### src/rtl/cpu_ext_pkg.sv
// cpu_ext_pkg
// Shared definitions for the cpu_ext core: opcode encoding, bit positions
// of the {V,N,Z,C} flag nibble, and the MUL sequencer state encoding.
package cpu_ext_pkg;

  typedef enum logic [3:0] {
    OP_MVR = 4'h0,
    OP_LDB = 4'h1,
    OP_STB = 4'h2,
    OP_RDS = 4'h3,
    OP_MUL = 4'h4,
    OP_SHL = 4'h5,
    OP_SHR = 4'h6,
    OP_NOP = 4'h7,
    OP_CLR = 4'h8,
    OP_AND = 4'h9,
    OP_ORA = 4'hA,
    OP_ADD = 4'hB,
    OP_SUB = 4'hC,
    OP_XOR = 4'hD,
    OP_INC = 4'hE,
    OP_NOT = 4'hF
  } op_e;

  localparam int FLAGS_W = 4;
  localparam int FLAG_C  = 0;
  localparam int FLAG_Z  = 1;
  localparam int FLAG_N  = 2;
  localparam int FLAG_V  = 3;

  typedef enum logic {
    ST_IDLE    = 1'b0,
    ST_MUL_RUN = 1'b1
  } state_e;

endpackage

### src/rtl/cpu_ext_alu.sv
// cpu_ext_alu
// Purely combinational single-cycle execution unit. Produces the register
// write value, whether the register file and/or flags should be written,
// and the new flag nibble. MUL, STB, RDS and NOP produce no writes here.
// Ports:
//   op_i      opcode
//   rb_val_i  source 1 operand
//   rc_val_i  source 2 operand
//   imm_i     immediate for LDB
//   result_o  value to write into ra
//   wr_en_o   ra should be written
//   flags_en_o flags should be updated
//   flags_o   new {V,N,Z,C}
module cpu_ext_alu
  import cpu_ext_pkg::*;
#(
  parameter int DATA_W = 8
) (
  input  logic [3:0]         op_i,
  input  logic [DATA_W-1:0]  rb_val_i,
  input  logic [DATA_W-1:0]  rc_val_i,
  input  logic [DATA_W-1:0]  imm_i,
  output logic [DATA_W-1:0]  result_o,
  output logic               wr_en_o,
  output logic               flags_en_o,
  output logic [FLAGS_W-1:0] flags_o
);

  localparam int MSB = DATA_W - 1;

  logic [DATA_W:0] add_ext;
  logic [DATA_W:0] sub_ext;
  logic [DATA_W:0] inc_ext;
  logic            carry;
  logic            ovf;

  // One extra bit on each adder captures carry-out / borrow.
  assign add_ext = {1'b0, rb_val_i} + {1'b0, rc_val_i};
  assign sub_ext = {1'b0, rb_val_i} - {1'b0, rc_val_i};
  assign inc_ext = {1'b0, rb_val_i} + (DATA_W + 1)'(1);

  always_comb begin
    result_o   = '0;
    wr_en_o    = 1'b0;
    flags_en_o = 1'b0;
    carry      = 1'b0;
    ovf        = 1'b0;
    case (op_e'(op_i))
      OP_MVR: begin
        result_o = rb_val_i;
        wr_en_o  = 1'b1;
      end
      OP_LDB: begin
        result_o = imm_i;
        wr_en_o  = 1'b1;
      end
      OP_CLR: begin
        wr_en_o = 1'b1;
      end
      OP_SHL: begin
        result_o   = {rb_val_i[MSB-1:0], 1'b0};
        carry      = rb_val_i[MSB];
        wr_en_o    = 1'b1;
        flags_en_o = 1'b1;
      end
      OP_SHR: begin
        result_o   = {1'b0, rb_val_i[MSB:1]};
        carry      = rb_val_i[0];
        wr_en_o    = 1'b1;
        flags_en_o = 1'b1;
      end
      OP_AND: begin
        result_o   = rb_val_i & rc_val_i;
        wr_en_o    = 1'b1;
        flags_en_o = 1'b1;
      end
      OP_ORA: begin
        result_o   = rb_val_i | rc_val_i;
        wr_en_o    = 1'b1;
        flags_en_o = 1'b1;
      end
      OP_XOR: begin
        result_o   = rb_val_i ^ rc_val_i;
        wr_en_o    = 1'b1;
        flags_en_o = 1'b1;
      end
      OP_NOT: begin
        result_o   = ~rb_val_i;
        wr_en_o    = 1'b1;
        flags_en_o = 1'b1;
      end
      OP_ADD: begin
        result_o   = add_ext[MSB:0];
        carry      = add_ext[DATA_W];
        // Overflow: like-signed operands giving an opposite-signed sum.
        ovf        = (rb_val_i[MSB] == rc_val_i[MSB]) && (add_ext[MSB] != rb_val_i[MSB]);
        wr_en_o    = 1'b1;
        flags_en_o = 1'b1;
      end
      OP_SUB: begin
        result_o   = sub_ext[MSB:0];
        carry      = sub_ext[DATA_W];  // borrow: rb < rc unsigned
        // Overflow: unlike-signed operands and result sign differs from rb.
        ovf        = (rb_val_i[MSB] != rc_val_i[MSB]) && (sub_ext[MSB] != rb_val_i[MSB]);
        wr_en_o    = 1'b1;
        flags_en_o = 1'b1;
      end
      OP_INC: begin
        result_o   = inc_ext[MSB:0];
        carry      = inc_ext[DATA_W];
        ovf        = ~rb_val_i[MSB] & inc_ext[MSB];
        wr_en_o    = 1'b1;
        flags_en_o = 1'b1;
      end
      default: begin
        // STB, RDS, NOP and MUL do not write through this unit.
      end
    endcase
  end

  always_comb begin
    flags_o         = '0;
    flags_o[FLAG_C] = carry;
    flags_o[FLAG_Z] = (result_o == '0);
    flags_o[FLAG_N] = result_o[MSB];
    flags_o[FLAG_V] = ovf;
  end

endmodule

### src/rtl/cpu_ext_core.sv
// cpu_ext_core
// Small register-machine execution core. Accepts one instruction per cycle
// while idle; single-cycle ops complete on the accepting edge, MUL runs a
// DATA_W-cycle shift-add sequence during which no instruction is accepted.
// Ports:
//   clk, rst_n             clock, asynchronous active-low reset
//   instr_valid/ready      instruction handshake (ready only when idle)
//   instr_op               opcode
//   instr_ra/rb/rc         destination / source1 / source2 register index
//   instr_imm              immediate for LDB
//   out_valid              one-cycle pulse when out_data was reloaded
//   out_data               STB / RDS result
//   flags                  {V,N,Z,C}
//   busy                   MUL in progress
module cpu_ext_core
  import cpu_ext_pkg::*;
#(
  parameter int DATA_W    = 8,
  parameter int REG_COUNT = 16,
  parameter int REG_AW    = $clog2(REG_COUNT)
) (
  input  logic               clk,
  input  logic               rst_n,
  input  logic               instr_valid,
  output logic               instr_ready,
  input  logic [3:0]         instr_op,
  input  logic [REG_AW-1:0]  instr_ra,
  input  logic [REG_AW-1:0]  instr_rb,
  input  logic [REG_AW-1:0]  instr_rc,
  input  logic [DATA_W-1:0]  instr_imm,
  output logic               out_valid,
  output logic [DATA_W-1:0]  out_data,
  output logic [FLAGS_W-1:0] flags,
  output logic               busy
);

  localparam int CNT_W = (DATA_W > 1) ? $clog2(DATA_W) : 1;
  localparam logic [CNT_W-1:0] CNT_LAST = CNT_W'(DATA_W - 1);

  op_e                 op_sel;
  logic                accept;

  state_e              state_q, state_d;

  logic [DATA_W-1:0]   regs_q [REG_COUNT];
  logic [DATA_W-1:0]   ra_val, rb_val, rc_val;

  logic [FLAGS_W-1:0]  flags_q, flags_d;
  logic                out_valid_q, out_valid_d;
  logic [DATA_W-1:0]   out_data_q, out_data_d;

  logic [2*DATA_W-1:0] mcand_q;
  logic [DATA_W-1:0]   mplier_q;
  logic [2*DATA_W-1:0] prod_q;
  logic [CNT_W-1:0]    cnt_q;
  logic [REG_AW-1:0]   mul_dest_q;
  logic [2*DATA_W-1:0] prod_step;
  logic                mul_last;
  logic                mul_start;
  logic [FLAGS_W-1:0]  mul_flags;

  logic [DATA_W-1:0]   alu_result;
  logic                alu_wr_en;
  logic                alu_flags_en;
  logic [FLAGS_W-1:0]  alu_flags;

  logic                rf_we;
  logic [REG_AW-1:0]   rf_waddr;
  logic [DATA_W-1:0]   rf_wdata;

  assign op_sel    = op_e'(instr_op);
  assign accept    = instr_valid && instr_ready;
  assign mul_start = accept && (op_sel == OP_MUL);

  // Register reads: indices that match no implemented register read as 0.
  always_comb begin
    ra_val = '0;
    rb_val = '0;
    rc_val = '0;
    for (int i = 0; i < REG_COUNT; i++) begin
      if (instr_ra == REG_AW'(i)) ra_val = regs_q[i];
      if (instr_rb == REG_AW'(i)) rb_val = regs_q[i];
      if (instr_rc == REG_AW'(i)) rc_val = regs_q[i];
    end
  end

  cpu_ext_alu #(
    .DATA_W(DATA_W)
  ) u_alu (
    .op_i      (instr_op),
    .rb_val_i  (rb_val),
    .rc_val_i  (rc_val),
    .imm_i     (instr_imm),
    .result_o  (alu_result),
    .wr_en_o   (alu_wr_en),
    .flags_en_o(alu_flags_en),
    .flags_o   (alu_flags)
  );

  // ---------------- MUL sequencer FSM ----------------
  always_ff @(posedge clk or negedge rst_n) begin
    if (!rst_n) state_q <= ST_IDLE;
    else        state_q <= state_d;
  end

  always_comb begin
    state_d = state_q;
    case (state_q)
      ST_IDLE:    if (mul_start) state_d = ST_MUL_RUN;
      ST_MUL_RUN: if (mul_last)  state_d = ST_IDLE;
      default:    state_d = ST_IDLE;
    endcase
  end

  always_comb begin
    instr_ready = (state_q == ST_IDLE);
    busy        = (state_q == ST_MUL_RUN);
  end

  // ---------------- MUL datapath ----------------
  // One partial product per cycle; the final edge consumes prod_step
  // directly so the result lands exactly DATA_W edges after accept.
  assign prod_step = prod_q + (mplier_q[0] ? mcand_q : '0);
  assign mul_last  = (state_q == ST_MUL_RUN) && (cnt_q == CNT_LAST);

  always_comb begin
    mul_flags         = '0;
    mul_flags[FLAG_C] = (prod_step[2*DATA_W-1:DATA_W] != '0);
    mul_flags[FLAG_Z] = (prod_step[DATA_W-1:0] == '0);
    mul_flags[FLAG_N] = prod_step[DATA_W-1];
  end

  // Operands are captured at accept so instruction inputs may change freely.
  always_ff @(posedge clk or negedge rst_n) begin
    if (!rst_n) begin
      mcand_q    <= '0;
      mplier_q   <= '0;
      prod_q     <= '0;
      cnt_q      <= '0;
      mul_dest_q <= '0;
    end else if (mul_start) begin
      mcand_q    <= {{DATA_W{1'b0}}, rb_val};
      mplier_q   <= rc_val;
      prod_q     <= '0;
      cnt_q      <= '0;
      mul_dest_q <= instr_ra;
    end else if (state_q == ST_MUL_RUN) begin
      mcand_q  <= {mcand_q[2*DATA_W-2:0], 1'b0};
      mplier_q <= {1'b0, mplier_q[DATA_W-1:1]};
      prod_q   <= prod_step;
      cnt_q    <= cnt_q + CNT_W'(1);
    end
  end

  // ---------------- Register file ----------------
  // Accept and MUL completion are mutually exclusive (no accept while busy).
  assign rf_we    = (accept && alu_wr_en) || mul_last;
  assign rf_waddr = mul_last ? mul_dest_q : instr_ra;
  assign rf_wdata = mul_last ? prod_step[DATA_W-1:0] : alu_result;

  // Writes to indices with no backing register simply match nothing.
  always_ff @(posedge clk or negedge rst_n) begin
    if (!rst_n) begin
      for (int i = 0; i < REG_COUNT; i++) regs_q[i] <= '0;
    end else if (rf_we) begin
      for (int i = 0; i < REG_COUNT; i++) begin
        if (rf_waddr == REG_AW'(i)) regs_q[i] <= rf_wdata;
      end
    end
  end

  // ---------------- Flags and output port ----------------
  always_comb begin
    flags_d = flags_q;
    if (accept && alu_flags_en) flags_d = alu_flags;
    else if (mul_last)          flags_d = mul_flags;
  end

  always_comb begin
    out_valid_d = 1'b0;
    out_data_d  = out_data_q;
    if (accept && (op_sel == OP_STB)) begin
      out_valid_d = 1'b1;
      out_data_d  = ra_val;
    end else if (accept && (op_sel == OP_RDS)) begin
      out_valid_d = 1'b1;
      out_data_d  = DATA_W'(flags_q);
    end
  end

  always_ff @(posedge clk or negedge rst_n) begin
    if (!rst_n) begin
      flags_q     <= '0;
      out_valid_q <= 1'b0;
      out_data_q  <= '0;
    end else begin
      flags_q     <= flags_d;
      out_valid_q <= out_valid_d;
      out_data_q  <= out_data_d;
    end
  end

  assign flags     = flags_q;
  assign out_valid = out_valid_q;
  assign out_data  = out_data_q;

endmodule

### config.mk
export PLATFORM = sky130hd
export DESIGN_NAME = cpu_ext_core
export DESIGN_NICKNAME = d
export VERILOG_FILES = /design/src/rtl/cpu_ext_pkg.sv /design/src/rtl/cpu_ext_alu.sv /design/src/rtl/cpu_ext_core.sv
export SDC_FILE = /design/constraint.sdc
export NUM_CORES = 1
export LEC_CHECK = 0
export ABC_AREA = 0
export ABC_CLOCK_PERIOD_IN_PS = 4680
export BUFFER_PORTS_ARGS = -buffer_cell sky130_fd_sc_hd__buf_4
export CAP_MARGIN = 30
export CORE_ASPECT_RATIO = 2
export CORE_MARGIN = 1
export CORE_UTILIZATION = 49
export DETAILED_ROUTE_END_ITERATION = 10
export PLACE_DENSITY = 0.75
export SKIP_LAST_GASP = 1
export SYNTH_ARGS = -nofsm -noshare
export SYNTH_HDL_FRONTEND = slang
export SYNTH_HIERARCHICAL = 1
export SYNTH_SLANG_ARGS = --single-unit
export TNS_END_PERCENT = 50
### constraint.sdc
create_clock -name clk -period 4.68 [get_ports clk]
set_clock_uncertainty 0.1 [all_clocks]
set_input_delay 1.404 -clock clk [delete_from_list [all_inputs] [get_ports clk]]
set_output_delay 1.404 -clock clk [all_outputs]
set_load 0.005 [all_outputs]
==> summary.md <==
| Metric | Value |
|---|---|
| Status | complete, but fails checks |
| Failing checks | setup timing |
| Die width | 123 um |
| Synth cell types | 95 |
| Non-filler instance count after layout | about 2300 |
| H-tree depth | 4 |
| Die Y | 243 um |
| GRT overflow | 0 |
| Initial antenna violation count | 3 |
| Post-synth ARST share | 100% |
| # port buffers | 41 |
| Hold Path Cell Cnt | 1 |
| # nets final | 1962 |
| Syn Nets | 1768 |
| TNS Setup | -9.68 ns |
| Routed via count | 15300 |
| Leakage | 7.87 nW |
| Synth Cell Area | 14200 sq um |
| Peak VDD IR | between 300 and 400 uV |
| Syn-to-layout area delta | 27.2% |
| Ys flop type | dfrtp_1 |
| Initial DRC Count | 1329 |
| Period minus WS final | 5.11 ns |
| Placed cells | 2187 |
| Worst slew margin | 27.8% |
| CTS Buf Count | 17 |
| Worst-margin pin slew | 1.08 ns |
| First-pass GRT wire length | 96500 um |
| Clk Latency, worst-skew pair | 0.47 ns |
| Drt drc | 0 |
| Routed wire per std cell | around 29 um |
| Clock root cell | clkbuf_16 |
| HPWL after DPL | roughly 47000 um |
| Core Area | 28400 sq um |
| Period utilization | 109% |
| Layout cells sized above 1 | 30.2% |
| CTS tree | done |
| Post-Syn Instances | 1695 |
| Final Hold Vio Count | 0 |
| Max-slew violations | 0 |
| Reg2Reg Depth | 18 |
| FF+latch count, synth | 189 |
| Die Area | 29800 sq um |
| Total number of yosys warnings | 6 |
| GP Congestion | between 1 and 1.5 |
| Largest net degree at the start of global routing | 73 |
| Power Density | about 530 nW/um^2 |
| Setup ws final | -0.425 ns |
| WP data arrival | roughly 5.4 ns |
| Worst setup path class | in2reg |
| First drt pass iteration count | 7 |
| Hold Path Origin | cnt_q[0]$_DFFE_PN0P_ |
| CP Max Fanout | 7 |
| Cell Rows | 87 |
| Reg2reg end | flags[1]$_DFFE_PN0P_ |
| Fill count | 2462 |
| Hold Crit Endpoint | cnt_q[0]$_DFFE_PN0P_ |
| Sequential cell area fraction in the yosys report | 33.2% |
| Crit end category | flop |
| RSZ-0062 raised after global routing | true |
| Clock Pin Slew Worst Setup and Hold Paths | 0.08 ns |
| Max-Cap Viols | 0 |
| Finish-stage setup viols | 61 |
| Crit Reg-Reg Startpoint | regs_q[97]$_DFFE_PN0P_ |
| Clk sinks | about 190 |
| Reg2reg setup slack | 0.31 ns |
| CP required | between 4 and 5 ns |
| Post-synth EDFFs | 0 |
| Fmax | 196 MHz |
| Critical path launch point type | input port |
| Vias in the first global route | 15100 |
| Routed Antenna Nets | 0 |
| Max clock buf depth | 2 |
| Avg Cell Area, Syn | between 8 and 9 sq um |
| Hold WC Path Type | reg2reg |
| All-layer global routing usage | 45.6% |
| Vias per inst | 6.76 |
| Routed WL | 66300 um |
| Initial Util | 50.1% |
| Ports | between 40 and 50 |
## critical path: stages
cell and delay [ns]:
buf_12 0.11, buf_12 0.12, mux4_2 0.33, a21oi_2 0.03, o32a_1 0.32, o21ai_2 0.21
o21ai_2 0.10, a21oi_2 0.22, inv_2 0.12, ha_4 0.25, buf_6 0.12, nor2b_1 0.12
o21ai_1 0.23, a21oi_1 0.11, or4_4 0.50, or3_1 0.33, or3_1 0.33, nor4_2 0.19
nand3_1 0.15, o311ai_2 0.10
## placed cells by master (no fill, tap or decap), drive strengths merged, types with 12 or more instances in the layout
| cell type | Yosys | layout |
|---|---|---|
| o221ai | 13 | 13 |
| a21oi | 137 | 137 |
| clkbuf | 60 | 20 |
| nand2 | 229 | 229 |
| ha | 43 | 43 |
| nor3 | 31 | 31 |
| mux2 | 27 | 27 |
| nand2b | 20 | 20 |
| nand3 | 43 | 43 |
| o211ai | 12 | 12 |
| o21ai | 187 | 187 |
| dfrtp | 189 | 189 |
| a22o | 15 | 15 |
| mux2i | 68 | 68 |
| inv | 55 | 61 |
| nor3b | 13 | 13 |
| a21o | 15 | 15 |
| xnor2 | 16 | 16 |
| a31oi | 22 | 22 |
| mux4 | 25 | 25 |
| o22ai | 29 | 29 |
| a22oi | 19 | 19 |
| nor2 | 133 | 133 |
| nor2b | 28 | 28 |
| and2 | 19 | 19 |
| buf | 68 | 301 |
## logic make-up after synthesis
| logic type | synth area share [%] |
|---|---|
| simple gates | 19.7 |
| compound gates | 24.6 |
| flops | 33.2 |
| buf+inv | 5.99 |
| mux | 11.0 |
| fa+ha+maj | 4.20 |
| xor+xnor | 1.28 |
## routing by layer
layer  global-route usage [%]  part of all wire (%)  vias to the layer above
met1                     44.0                    31                     7297
met4                     49.0                    13                        2
met2                     73.1                    48                      980
met5                     1.22                 0.069                        -
met3                     12.7                   7.8                      434
li1                         -                     -                     6557
## where the power goes
part           leakage [nW]  internal [mW]  switching [mW]
Combinational          5.14           2.17            2.51
Clock                 0.297          0.819           0.756
Sequential             2.44           2.31           0.997
## state kept, by name, summed over array words and instances, names as in the netlist
name and flops:
flags 4, out_valid 1, mplier_q 8, out_data 8
busy 1, mul_dest_q 4, prod_q 16, regs_q 128
mcand_q 16, cnt_q 3
## Yosys cell counts, drive strengths merged, types with 12 or more instances
cell type,instances,area [sq um]
o211ai,12,90.1
mux4,25,563
inv,55,206
nand2b,20,125
nand3,43,215
nor2b,28,183
and2,19,119
a22o,15,131
nor2,133,514
xnor2,16,148
mux2i,68,697
ha,43,538
dfrtp,189,4730
buf,68,420
mux2,27,304
a21o,15,113
a21oi,137,708
a22oi,19,148
o21ai,187,955
clkbuf,60,225
a31oi,22,138
nor3,31,155
nand2,229,862
nor3b,13,113
o221ai,13,114
o22ai,29,181
## layout make-up
type | count | area [sq um] | share of cell area (%)
inverter | 55 | 206 | 1.14
timing repair buffer | 303 | 2630 | 14.5
multi-input combinational | 1323 | 9470 | 52.3
sequential | 189 | 4730 | 26.1
clock buffer | 18 | 429 | 2.37
tap | 356 | 445 | 2.46
clock inverter | 14 | 195 | 1.08
antenna | 2 | 5.00 | 0.0276
## timing repair
item                                   in CTS  in global routing
hold buffers                                0                  0
gates resized for setup                    45                177
setup endpoints to repair                  98                110
cloned                                      1                  2
pin swaps                                  18                 33
endpoints found under the hold margin       0                  0
setup buffers                              17                 23
## per-stage QoR
| step | util (%) | area, sq um | power, mW | hold WS (ns) | setup slack, ns |
|---|---|---|---|---|---|
| after floorplan | - | 14400 | 5.32 | 0.354 | -0.433 |
| after global placement | 57.2 | 16200 | 7.03 | 0.379 | -0.929 |
| after detailed placement | 57.3 | 16300 | 7.14 | 0.389 | -1.02 |
| after CTS | 60.7 | 17200 | 8.90 | 0.402 | -0.294 |
| after global routing | 63.7 | 18100 | 9.96 | 0.429 | -0.478 |
| final | 63.7 | 18100 | 9.56 | 0.396 | -0.425 |
## how the worst max path moves through the flow
stage / start / endpoint / slack (ns) / cells past startpoint
2_1_floorplan: instr_rc[0] / flags[1]$_DFFE_PN0P_ / -0.43 / 19
5_1_grt: instr_rc[0] / flags[1]$_DFFE_PN0P_ / -0.48 / 20
3_3_place_gp: instr_rc[0] / flags[1]$_DFFE_PN0P_ / -0.93 / 20
4_1_cts: instr_rc[0] / flags[1]$_DFFE_PN0P_ / -0.29 / 20
3_5_place_dp: instr_rc[0] / regs_q[23]$_DFFE_PN0P_ / -1.02 / 17
6_report: instr_rc[0] / flags[1]$_DFFE_PN0P_ / -0.43 / 20
Note: power is estimated with default switching activity, not from simulation.
